==> config.mk <==
export PLATFORM = sky130hd
export DESIGN_NAME = multicycle_control
export DESIGN_NICKNAME = d
export VERILOG_FILES = /design/src/rtl/multicycle_control_pkg.sv /design/src/rtl/mc_wait_timer.sv /design/src/rtl/multicycle_control.sv
export SDC_FILE = /design/constraint.sdc
export NUM_CORES = 1
export LEC_CHECK = 0
export CORE_ASPECT_RATIO = 0.75
export CORE_UTILIZATION = 45
export DETAILED_ROUTE_END_ITERATION = 6
export PLACE_DENSITY = 0.74
export SLEW_MARGIN = 30
export SYNTH_ARGS = -nofsm -noshare
export SYNTH_HDL_FRONTEND = slang
export SYNTH_SLANG_ARGS = --single-unit
==> constraint.sdc <==
create_clock -name clk_i -period 1.95 [get_ports clk_i]
set_input_delay 0.2925 -clock clk_i [delete_from_list [all_inputs] [get_ports clk_i]]
set_output_delay 0.2925 -clock clk_i [all_outputs]
set_load 0.02 [all_outputs]
==> src/rtl/multicycle_control_pkg.sv <==
// Shared encodings for the multi-cycle MIPS control FSM: opcodes, mux selects, states
// and the per-state control word decoder.
package multicycle_control_pkg;

    localparam logic [5:0] OP_RTYPE = 6'b000000;
    localparam logic [5:0] OP_ADDI  = 6'b001000;
    localparam logic [5:0] OP_LW    = 6'b100011;
    localparam logic [5:0] OP_SW    = 6'b101011;
    localparam logic [5:0] OP_BEQ   = 6'b000100;
    localparam logic [5:0] OP_J     = 6'b000010;
    localparam logic [5:0] OP_BNE   = 6'b000101;

    localparam logic [1:0] ALUOP_ADD   = 2'b00;
    localparam logic [1:0] ALUOP_SUB   = 2'b01;
    localparam logic [1:0] ALUOP_FUNCT = 2'b11;

    localparam logic [1:0] SRCB_RT      = 2'b00;
    localparam logic [1:0] SRCB_FOUR    = 2'b01;
    localparam logic [1:0] SRCB_IMM     = 2'b10;
    localparam logic [1:0] SRCB_IMM_SH2 = 2'b11;

    localparam logic [1:0] PCSRC_ALU    = 2'b00;
    localparam logic [1:0] PCSRC_ALUOUT = 2'b01;
    localparam logic [1:0] PCSRC_JUMP   = 2'b10;

    localparam logic [3:0] ST_IDLE      = 4'd0;
    localparam logic [3:0] ST_FETCH     = 4'd1;
    localparam logic [3:0] ST_DECODE    = 4'd2;
    localparam logic [3:0] ST_EXEC_R    = 4'd3;
    localparam logic [3:0] ST_WB_R      = 4'd4;
    localparam logic [3:0] ST_EXEC_I    = 4'd5;
    localparam logic [3:0] ST_WB_I      = 4'd6;
    localparam logic [3:0] ST_MEM_ADDR  = 4'd7;
    localparam logic [3:0] ST_MEM_RD    = 4'd8;
    localparam logic [3:0] ST_MEM_WR    = 4'd9;
    localparam logic [3:0] ST_WB_MEM    = 4'd10;
    localparam logic [3:0] ST_BRANCH    = 4'd11;
    localparam logic [3:0] ST_BRANCH_NE = 4'd12;
    localparam logic [3:0] ST_JUMP      = 4'd13;
    localparam logic [3:0] ST_TRAP      = 4'd14;

    typedef enum logic [3:0] {
        S_IDLE      = ST_IDLE,
        S_FETCH     = ST_FETCH,
        S_DECODE    = ST_DECODE,
        S_EXEC_R    = ST_EXEC_R,
        S_WB_R      = ST_WB_R,
        S_EXEC_I    = ST_EXEC_I,
        S_WB_I      = ST_WB_I,
        S_MEM_ADDR  = ST_MEM_ADDR,
        S_MEM_RD    = ST_MEM_RD,
        S_MEM_WR    = ST_MEM_WR,
        S_WB_MEM    = ST_WB_MEM,
        S_BRANCH    = ST_BRANCH,
        S_BRANCH_NE = ST_BRANCH_NE,
        S_JUMP      = ST_JUMP,
        S_TRAP      = ST_TRAP
    } state_e;

    // fetch_wr marks FETCH: IRWrite/PCWrite there are qualified by the memory ack.
    typedef struct packed {
        logic       pc_write;
        logic       fetch_wr;
        logic       branch;
        logic       mem_read;
        logic       mem_write;
        logic       iord;
        logic       reg_dst;
        logic       mem_to_reg;
        logic       reg_write;
        logic       alu_src_a;
        logic [1:0] alu_src_b;
        logic [1:0] alu_op;
        logic [1:0] pc_source;
        logic       trap;
    } ctrl_t;

    function automatic ctrl_t ctrl_for_state(state_e s);
        ctrl_t c;
        c = '0;
        case (s)
            S_FETCH: begin
                c.mem_read  = 1'b1;
                c.fetch_wr  = 1'b1;
                c.alu_src_b = SRCB_FOUR;
                c.alu_op    = ALUOP_ADD;
                c.pc_source = PCSRC_ALU;
            end
            S_DECODE: begin
                c.alu_src_b = SRCB_IMM_SH2;
                c.alu_op    = ALUOP_ADD;
            end
            S_EXEC_R: begin
                c.alu_src_a = 1'b1;
                c.alu_src_b = SRCB_RT;
                c.alu_op    = ALUOP_FUNCT;
            end
            S_WB_R: begin
                c.reg_dst   = 1'b1;
                c.reg_write = 1'b1;
            end
            S_EXEC_I, S_MEM_ADDR: begin
                c.alu_src_a = 1'b1;
                c.alu_src_b = SRCB_IMM;
                c.alu_op    = ALUOP_ADD;
            end
            S_WB_I: begin
                c.reg_write = 1'b1;
            end
            S_MEM_RD: begin
                c.mem_read = 1'b1;
                c.iord     = 1'b1;
            end
            S_MEM_WR: begin
                c.mem_write = 1'b1;
                c.iord      = 1'b1;
            end
            S_WB_MEM: begin
                c.mem_to_reg = 1'b1;
                c.reg_write  = 1'b1;
            end
            S_BRANCH, S_BRANCH_NE: begin
                c.alu_src_a = 1'b1;
                c.alu_src_b = SRCB_RT;
                c.alu_op    = ALUOP_SUB;
                c.pc_source = PCSRC_ALUOUT;
                c.branch    = (s == S_BRANCH);
            end
            S_JUMP: begin
                c.pc_write  = 1'b1;
                c.pc_source = PCSRC_JUMP;
            end
            S_TRAP: begin
                c.trap = 1'b1;
            end
            default: ;
        endcase
        return c;
    endfunction

endpackage

==> src/rtl/mc_wait_timer.sv <==
// Memory wait-state counter: counts unacknowledged cycles of an access and flags expiry
// when the count reaches MEM_TIMEOUT with no ack (MEM_TIMEOUT = 0 never expires).
module mc_wait_timer #(
    parameter int MEM_TIMEOUT = 15
) (
    input  logic clk_i,
    input  logic rst_i,
    input  logic clear_i,
    input  logic tick_i,
    input  logic ack_i,
    output logic expired_o
);

    localparam int CNT_W = (MEM_TIMEOUT > 0) ? $clog2(MEM_TIMEOUT + 1) : 1;
    localparam logic [CNT_W-1:0] LIMIT   = CNT_W'(MEM_TIMEOUT);
    localparam logic [CNT_W-1:0] CNT_MAX = '1;

    logic [CNT_W-1:0] cnt_q;
    logic [CNT_W-1:0] cnt_d;

    always_comb begin
        cnt_d = cnt_q;
        if (clear_i) begin
            cnt_d = '0;
        end else if (tick_i && !ack_i && (cnt_q != CNT_MAX)) begin
            cnt_d = cnt_q + CNT_W'(1);
        end
    end

    always_ff @(posedge clk_i or negedge rst_i) begin
        if (!rst_i) begin
            cnt_q <= '0;
        end else begin
            cnt_q <= cnt_d;
        end
    end

    // An ack in the limit cycle completes the access instead of expiring.
    assign expired_o = (MEM_TIMEOUT != 0) && tick_i && !ack_i && (cnt_q == LIMIT);

endmodule

==> src/rtl/multicycle_control.sv <==
// Multi-cycle MIPS main control FSM with memory wait handshake, wait timeout and sticky traps.
// Define MC_CTRL_BNE_EN to support bne (opcode 000101) via a BranchNe_o output.
module multicycle_control
    import multicycle_control_pkg::*;
#(
    parameter int OP_W        = 6,
    parameter int ALUOP_W     = 2,
    parameter int MEM_TIMEOUT = 15
) (
    input  logic               clk_i,
    input  logic               rst_i,
    input  logic               start_i,
    input  logic [OP_W-1:0]    Op_i,
    input  logic               mem_ack_i,
    output logic               PCWrite_o,
    output logic               Branch_o,
    output logic               IRWrite_o,
    output logic               MemRead_o,
    output logic               MemWrite_o,
    output logic               IorD_o,
    output logic               RegDst_o,
    output logic               MemtoReg_o,
    output logic               RegWrite_o,
    output logic               ALUSrcA_o,
    output logic [1:0]         ALUSrcB_o,
    output logic [ALUOP_W-1:0] ALUOp_o,
    output logic [1:0]         PCSource_o,
`ifdef MC_CTRL_BNE_EN
    output logic               BranchNe_o,
`endif
    output logic               trap_o,
    output logic               illegal_o,
    output logic               timeout_o
);

    state_e state_q, state_d;
    ctrl_t  ctrl_q,  ctrl_d;
    logic   illegal_q, illegal_d;
    logic   timeout_q, timeout_d;
    logic   mem_wait;
    logic   expired;
`ifdef MC_CTRL_BNE_EN
    logic   branch_ne_q, branch_ne_d;
`endif

    assign mem_wait = (state_q == S_FETCH) || (state_q == S_MEM_RD) || (state_q == S_MEM_WR);

    mc_wait_timer #(
        .MEM_TIMEOUT (MEM_TIMEOUT)
    ) u_wait_timer (
        .clk_i     (clk_i),
        .rst_i     (rst_i),
        .clear_i   (state_d != state_q),
        .tick_i    (mem_wait),
        .ack_i     (mem_ack_i),
        .expired_o (expired)
    );

    always_comb begin
        state_d   = state_q;
        illegal_d = illegal_q;
        timeout_d = timeout_q;
        case (state_q)
            S_IDLE: begin
                if (start_i) state_d = S_FETCH;
            end
            S_FETCH, S_MEM_RD, S_MEM_WR: begin
                if (mem_ack_i) begin
                    state_d = (state_q == S_FETCH)  ? S_DECODE :
                              (state_q == S_MEM_RD) ? S_WB_MEM : S_FETCH;
                end else if (expired) begin
                    state_d   = S_TRAP;
                    timeout_d = 1'b1;
                end
            end
            S_DECODE: begin
                if (Op_i == OP_W'(OP_RTYPE)) begin
                    state_d = S_EXEC_R;
                end else if (Op_i == OP_W'(OP_ADDI)) begin
                    state_d = S_EXEC_I;
                end else if ((Op_i == OP_W'(OP_LW)) || (Op_i == OP_W'(OP_SW))) begin
                    state_d = S_MEM_ADDR;
                end else if (Op_i == OP_W'(OP_BEQ)) begin
                    state_d = S_BRANCH;
                end else if (Op_i == OP_W'(OP_J)) begin
                    state_d = S_JUMP;
`ifdef MC_CTRL_BNE_EN
                end else if (Op_i == OP_W'(OP_BNE)) begin
                    state_d = S_BRANCH_NE;
`endif
                end else begin
                    state_d   = S_TRAP;
                    illegal_d = 1'b1;
                end
            end
            S_EXEC_R: state_d = S_WB_R;
            S_EXEC_I: state_d = S_WB_I;
            // Opcode is looked at again here to pick the load or store path.
            S_MEM_ADDR: begin
                if (Op_i == OP_W'(OP_LW)) begin
                    state_d = S_MEM_RD;
                end else if (Op_i == OP_W'(OP_SW)) begin
                    state_d = S_MEM_WR;
                end else begin
                    state_d   = S_TRAP;
                    illegal_d = 1'b1;
                end
            end
            S_WB_R, S_WB_I, S_WB_MEM, S_BRANCH, S_BRANCH_NE, S_JUMP: state_d = S_FETCH;
            S_TRAP: state_d = S_TRAP;
            default: state_d = S_IDLE;
        endcase
        ctrl_d = ctrl_for_state(state_d);
`ifdef MC_CTRL_BNE_EN
        branch_ne_d = (state_d == S_BRANCH_NE);
`endif
    end

    always_ff @(posedge clk_i or negedge rst_i) begin
        if (!rst_i) begin
            state_q     <= S_IDLE;
            ctrl_q      <= '0;
            illegal_q   <= 1'b0;
            timeout_q   <= 1'b0;
`ifdef MC_CTRL_BNE_EN
            branch_ne_q <= 1'b0;
`endif
        end else begin
            state_q     <= state_d;
            ctrl_q      <= ctrl_d;
            illegal_q   <= illegal_d;
            timeout_q   <= timeout_d;
`ifdef MC_CTRL_BNE_EN
            branch_ne_q <= branch_ne_d;
`endif
        end
    end

    assign PCWrite_o  = ctrl_q.pc_write | (ctrl_q.fetch_wr & mem_ack_i);
    assign IRWrite_o  = ctrl_q.fetch_wr & mem_ack_i;
    assign Branch_o   = ctrl_q.branch;
    assign MemRead_o  = ctrl_q.mem_read;
    assign MemWrite_o = ctrl_q.mem_write;
    assign IorD_o     = ctrl_q.iord;
    assign RegDst_o   = ctrl_q.reg_dst;
    assign MemtoReg_o = ctrl_q.mem_to_reg;
    assign RegWrite_o = ctrl_q.reg_write;
    assign ALUSrcA_o  = ctrl_q.alu_src_a;
    assign ALUSrcB_o  = ctrl_q.alu_src_b;
    assign ALUOp_o    = ALUOP_W'(ctrl_q.alu_op);
    assign PCSource_o = ctrl_q.pc_source;
    assign trap_o     = ctrl_q.trap;
    assign illegal_o  = illegal_q;
    assign timeout_o  = timeout_q;
`ifdef MC_CTRL_BNE_EN
    assign BranchNe_o = branch_ne_q;
`endif

endmodule

==> results.json, run 1 <==
{
  "grt_pass1_wl_um": 7130,
  "cts_sinks": 26,
  "final-setup-viol-count": 16,
  "synth_edf_count": 0,
  "fin_cells": 262,
  "drv_slew": 0,
  "powerDensity_nw_per_um2": 1580,
  "pwr-share-clk_pct": 12.4,
  "gp_congestion": 0.866,
  "tns_ns": -2.59,
  "cts-htree-levels": 1,
  "antenna_found_initial": 0,
  "regArea_um2": 653,
  "cp.required_ns": 2.11,
  "fin_util_pct": 76.6,
  "grt_pass1_vias": 1426,
  "crit_path_end_kind": "register",
  "drtPass1Iterations": 4,
  "violations": "setup timing",
  "swShare_pct": 41.6,
  "timing.reg2reg.setup_slack_ns": -0.27,
  "critPathKind": "register to register",
  "ant_nets": 0,
  "avgSynthCellArea_um2": 9.66,
  "chipHeight_um": 51.0,
  "crit_chain": "or4b_4 > a211oi_2 > a221o_1 > nor4_4 > buf_4 > inv_4 > mux2_4 > o311a_1",
  "start_kind": "register",
  "multiInputGateArea_um2": 806,
  "root_buffer": "clkbuf_8",
  "synth_nets": 160,
  "numCtsBuffers": 3,
  "grt_usage_pct": 29.2,
  "area_growth_pct": 59.6,
  "rsz0062_at_grt": "true",
  "via_count": 1470,
  "yosys_warnings": 0,
  "power.internal_w": 0.00211,
  "pwr-share-comb_pct": 66.5,
  "hold_viol": 0,
  "initial_core_util_pct": 48.0,
  "crit_path_max_fanout": 5,
  "vias_per_cell": 5.61,
  "status": "finished, violations left",
  "clk_pin_slew_ns": 0.09,
  "tightestPinTransition_ns": 0.332,
  "nets": 236,
  "cp_data_arrival_time_ns": 2.38,
  "fp.coreArea_um2": 3000,
  "hold_class": "input pin to async pin",
  "grt_max_degree": 27,
  "wl_per_cell_um": 18.0,
  "fillers": 192,
  "clk_latency_ns": 0.27,
  "post-route-min-period_ns": 2.22,
  "slowest_stage": "or4b_4",
  "place_hpwl_um": 2880,
  "cts_tree": "built",
  "relSlewSlack_pct": 77.9,
  "diodes": 0,
  "seq_area_frac_synth_pct": 45.2,
  "netlist_area_um2": 1440,
  "dpl.cell_count": 249,
  "rows": 17,
  "setup_slack_ns": -0.266,
  "drc": 0,
  "wl_um": 4700,
  "critPathMaxStageDelay_ns": 0.52,
  "num_io_pins": 29,
  "final_cell_mix": "buf_4, dfrtp_1, clkdlybuf4s50_1",
  "synthCells": 149,
  "port_buffers": 28,
  "dieArea_um2": 3430,
  "ys_seq_elements": 26,
  "leakage_nw": 1.13,
  "drtIter0Drc": 114,
  "clockBufferDepth": 2,
  "clock.fmax_mhz": 451,
  "max_cap_violations": 0,
  "die_x_um": 67.3,
  "seqPwrFrac_pct": 21.1,
  "post-route-period-util_pct": 114,
  "post-place-ws_ns": -0.581,
  "clock_skew_ns": 0.00649,
  "final_common_cell": "buf_4",
  "drive_gt1_share_pct": 42.0,
  "synthArstFlopShare_pct": 100,
  "power_switching_w": 0.00151,
  "synth_flop_cell": "dfrtp_1",
  "ys_types": 46,
  "grt.overflow.total": 0,
  "ir_drop_mv": 0.808
}
-- critical path, delay by kind of cell, from the launching register on --
family | cells | cell delay [ns]
DFF | 1 | 0.46
buffers and inverters | 2 | 0.22
muxes | 1 | 0.32
and+or+nand+nor | 2 | 0.57
AOI/OAI and AO/OA | 3 | 0.54
-- repair_timing --
item | CTS | global route
setup buffers | 8 | 3
gates cloned | 1 | 0
resized for setup | 30 | 10
hold buffers | 0 | 0
pin swaps | 7 | 8
setup endpoints to repair | 20 | 19
-- power by group through the flow --
stage	clock [W]	combinational, W	sequential [W]
after floorplan	0	0.00104	0.000803
after global placement	0	0.00187	0.000754
final	0.000448	0.00240	0.000765
after detailed placement	0	0.00189	0.000762
after CTS	0.000449	0.00231	0.000756
after global routing	0.000474	0.00255	0.000776
-- final cells by class --
cell class,instances,share of cell area (%)
Multi-Input combinational cell,106,35.1
Timing Repair Buffer,82,30.1
Sequential cell,26,28.4
Tap cell,38,2.07
Clock buffer,3,1.80
Clock inverter,1,1.31
Inverter,6,1.20
-- state kept, by name, indices dropped and copies added (netlist names), 2 cells and up --
signal	count
u_wait_timer.cnt_q	4
ctrl_q	2
ALUSrcB_o	2
ALUOp_o	2
state_q	4
-- cell usage after synthesis, drive strengths merged (2+ instances only) --
cell type | instances | area [um2]
o31ai | 2 | 15.0
and3 | 6 | 37.5
xnor2 | 3 | 26.3
a21boi | 2 | 15.0
nor3 | 6 | 30.0
nand2 | 16 | 60.1
a221o | 2 | 20.0
mux2 | 2 | 26.3
o311a | 4 | 40.0
nor2b | 4 | 25.0
nand3 | 5 | 25.0
o21ai | 3 | 15.0
nor2 | 11 | 41.3
inv | 5 | 21.3
buf | 8 | 61.3
clkbuf | 4 | 15.0
nand2b | 3 | 18.8
dfrtp | 26 | 651
nor4 | 4 | 40.0
a211oi | 3 | 27.5
xor2 | 3 | 26.3
or2 | 2 | 12.5
a21o | 3 | 22.5
a31oi | 6 | 37.5
a21oi | 4 | 20.0
-- per-layer routing --
layer	vias to the layer above	part of all wire [%]	global-route usage, %	wire, um
li1	683	-	-	-
met1	694	42	39.5	1980
met2	81	47	45.5	2190
met3	12	9.4	8.26	444
met4	0	1.8	7.45	84
met5	-	0	0	0
-- worst paths after layout --
| kind | from | endpoint | depth (start not counted) |
|---|---|---|---|
| setup / recovery | state_q[2]$_DFF_PN0_ | u_wait_timer.cnt_q[2]$_DFFE_PN0P_ | 8 |
| hold / removal | rst_i | PCSource_o[0]$_DFF_PN0_ | 2 |
| max in group asynchronous | rst_i | state_q[1]$_DFF_PN0_ | 2 |
| setup reg to reg | state_q[2]$_DFF_PN0_ | u_wait_timer.cnt_q[2]$_DFFE_PN0P_ | 8 |
| hold reg to reg | timeout_o$_DFFE_PN0P_ | timeout_o$_DFFE_PN0P_ | 1 |
| min in group clk_i | timeout_o$_DFFE_PN0P_ | timeout_o$_DFFE_PN0P_ | 1 |
-- cells by family after synthesis --
kind of cell	synth area share [%]
buf+inv	7.04
simple gates	23.9
flops	45.2
compound gates	16.8
mux	2.52
fa+ha+maj	0.869
xor+xnor	3.65
-- stage by stage --
| step | area [um2] | power, W | hold slack, ns |
|---|---|---|---|
| 2_1_floorplan | 1450 | 0.00185 | -0.00309 |
| 3_3_place_gp | 2040 | 0.00262 | 0.443 |
| 3_5_place_dp | 2040 | 0.00266 | 0.455 |
| 4_1_cts | 2260 | 0.00351 | 0.390 |
| 5_1_grt | 2300 | 0.00380 | 0.418 |
| 6_report | 2300 | 0.00362 | 0.388 |
Power figures use the tool's default switching activity.
==> inputs of run 2 (changes only) <==
GPL_TIMING_DRIVEN = 0   (was unset)
==> results.json, run 2 (same netlist as run 1, synthesis figures left out) <==
{
  "clk_latency_ns": 0.27,
  "seqPwrFrac_pct": 22.6,
  "cp_data_arrival_time_ns": 2.36,
  "critPathKind": "register to register",
  "initial_core_util_pct": 48.0,
  "cts-htree-levels": 1,
  "max_cap_violations": 0,
  "regToRegEndpoint": "u_wait_timer.cnt_q[2]$_DFFE_PN0P_",
  "start_kind": "register",
  "critPathLaunch": "state_q[3]$_DFF_PN0_",
  "rr_startpoint": "state_q[3]$_DFF_PN0_",
  "root_buffer": "clkbuf_8",
  "drc": 0,
  "pwr-share-clk_pct": 13.4,
  "clockBufferDepth": 2,
  "relSlewSlack_pct": 62.4,
  "antenna_found_initial": 0,
  "drv_slew": 0,
  "hold_viol": 5,
  "setup_slack_ns": -0.249,
  "hold_class": "input pin to async pin",
  "leakage_nw": 0.969,
  "powerDensity_nw_per_um2": 1620,
  "clk_pin_slew_ns": 0.09,
  "cts_tree": "built",
  "critPathMaxStageDelay_ns": 0.58,
  "rsz0062_at_grt": "true",
  "status": "finished, violations left",
  "crit_path_max_fanout": 4,
  "fillers": 208,
  "diodes": 0,
  "place_hpwl_um": 2360,
  "fp.coreArea_um2": 3000,
  "swShare_pct": 41.7,
  "power_switching_w": 0.00139,
  "post-route-period-util_pct": 113,
  "power.internal_w": 0.00195,
  "fin_util_pct": 68.8,
  "gp_congestion": 0.881,
  "final_cell_mix": "dfrtp_1, clkdlybuf4s50_1, buf_4",
  "crit_chain": "or4b_4 > and4bb_1 > nor4_4 > buf_4 > inv_8 > mux2_4 > o311a_1",
  "area_growth_pct": 43.5,
  "drtPass1Iterations": 4,
  "dieArea_um2": 3430,
  "grt_max_degree": 27,
  "die_x_um": 67.3,
  "vias_per_cell": 5.69,
  "drtIter0Drc": 69,
  "cts_hold_buffers": 0,
  "chipHeight_um": 51.0,
  "cts_sinks": 26,
  "clock.fmax_mhz": 455,
  "num_io_pins": 29,
  "nets": 204,
  "ant_nets": 0,
  "ff2ff_path_depth": 7,
  "via_count": 1309,
  "clock_skew_ns": 0.00501,
  "cp.required_ns": 2.11,
  "largest_registers": "state_q x4, u_wait_timer.cnt_q x4",
  "crit_path_end_kind": "register",
  "timing.reg2reg.setup_slack_ns": -0.25,
  "grt.overflow.total": 0,
  "port_buffers": 27,
  "timing.hold.ws_ns": -0.00155,
  "grt_pass1_vias": 1204,
  "slowest_stage": "or4b_4",
  "grt_usage_pct": 22.3,
  "numCtsBuffers": 3,
  "post-route-min-period_ns": 2.20,
  "final-setup-viol-count": 14,
  "wl_um": 3570,
  "wl_per_cell_um": 15.5,
  "ir_drop_mv": 0.888,
  "rows": 17,
  "grt_pass1_wl_um": 5690,
  "drive_gt1_share_pct": 31.3,
  "final_common_cell": "dfrtp_1",
  "tightestPinTransition_ns": 0.564,
  "violations": "hold timing, setup timing",
  "pwr-share-comb_pct": 64.1
}
## run 2: layout make-up
type	count	area (um2)	area share (%)
multi-input cells	105	797	38.6
repair buffers	39	369	17.9
inverters	6	32.5	1.58
clock inverters	1	30.0	1.45
plain buffers	12	93.8	4.55
well taps	38	47.5	2.30
clock buffers	3	41.3	2.00
flip-flops and latches	26	653	31.6
## run 2: through the flow
stage | power, W | setup slack, ns | area (um2) | cells | setup TNS (ns)
floorplan | 0.00185 | -0.135 | 1450 | 149 | -0.494
global placement | 0.00227 | -0.649 | 1770 | 214 | -9.52
detailed placement | 0.00229 | -0.700 | 1760 | 214 | -9.98
CTS | 0.00315 | -0.307 | 1990 | 229 | -2.97
global route | 0.00352 | -0.302 | 2060 | 230 | -3.01
finish | 0.00334 | -0.249 | 2060 | 230 | -1.92
## run 2: routing by layer
layer | track usage [%] | routed length (um) | vias up
met5 | 0 | 0 | -
met4 | 5.67 | 25 | 0
met3 | 6.25 | 254 | 6
met2 | 33.2 | 1660 | 55
met1 | 31.8 | 1630 | 624
li1 | - | - | 624
## run 2: power by group through the flow
stage / sequential [W] / combinational, W / clock [W]
after global routing: 0.000763 / 0.00228 / 0.000475
final: 0.000754 / 0.00214 / 0.000446
after global placement: 0.000756 / 0.00151 / 0
after CTS: 0.000747 / 0.00195 / 0.000448
after detailed placement: 0.000762 / 0.00153 / 0
after floorplan: 0.000803 / 0.00104 / 0
## run 2: worst max-delay path, delay by kind of cell (launching register included)
family,cells,cell delay [ns]
DFF,1,0.41
buffers and inverters,2,0.23
and+or+nand+nor,3,1.01
muxes,1,0.31
AOI/OAI and AO/OA,1,0.13
## run 2: how the worst max path moves through the flow
| stage | depth (start not counted) | to |
|---|---|---|
| floorplan | 8 | u_wait_timer.cnt_q[2]$_DFFE_PN0P_ |
| global placement | 8 | u_wait_timer.cnt_q[2]$_DFFE_PN0P_ |
| detailed placement | 7 | u_wait_timer.cnt_q[2]$_DFFE_PN0P_ |
| CTS | 8 | u_wait_timer.cnt_q[2]$_DFFE_PN0P_ |
| global route | 8 | u_wait_timer.cnt_q[2]$_DFFE_PN0P_ |
| finish | 7 | u_wait_timer.cnt_q[2]$_DFFE_PN0P_ |
## run 2: repair_timing
action	CTS	global route
buffers inserted	12	2
gates resized for setup	28	19
cloned	0	1
setup endpoints to repair	20	18
pin swaps	8	5
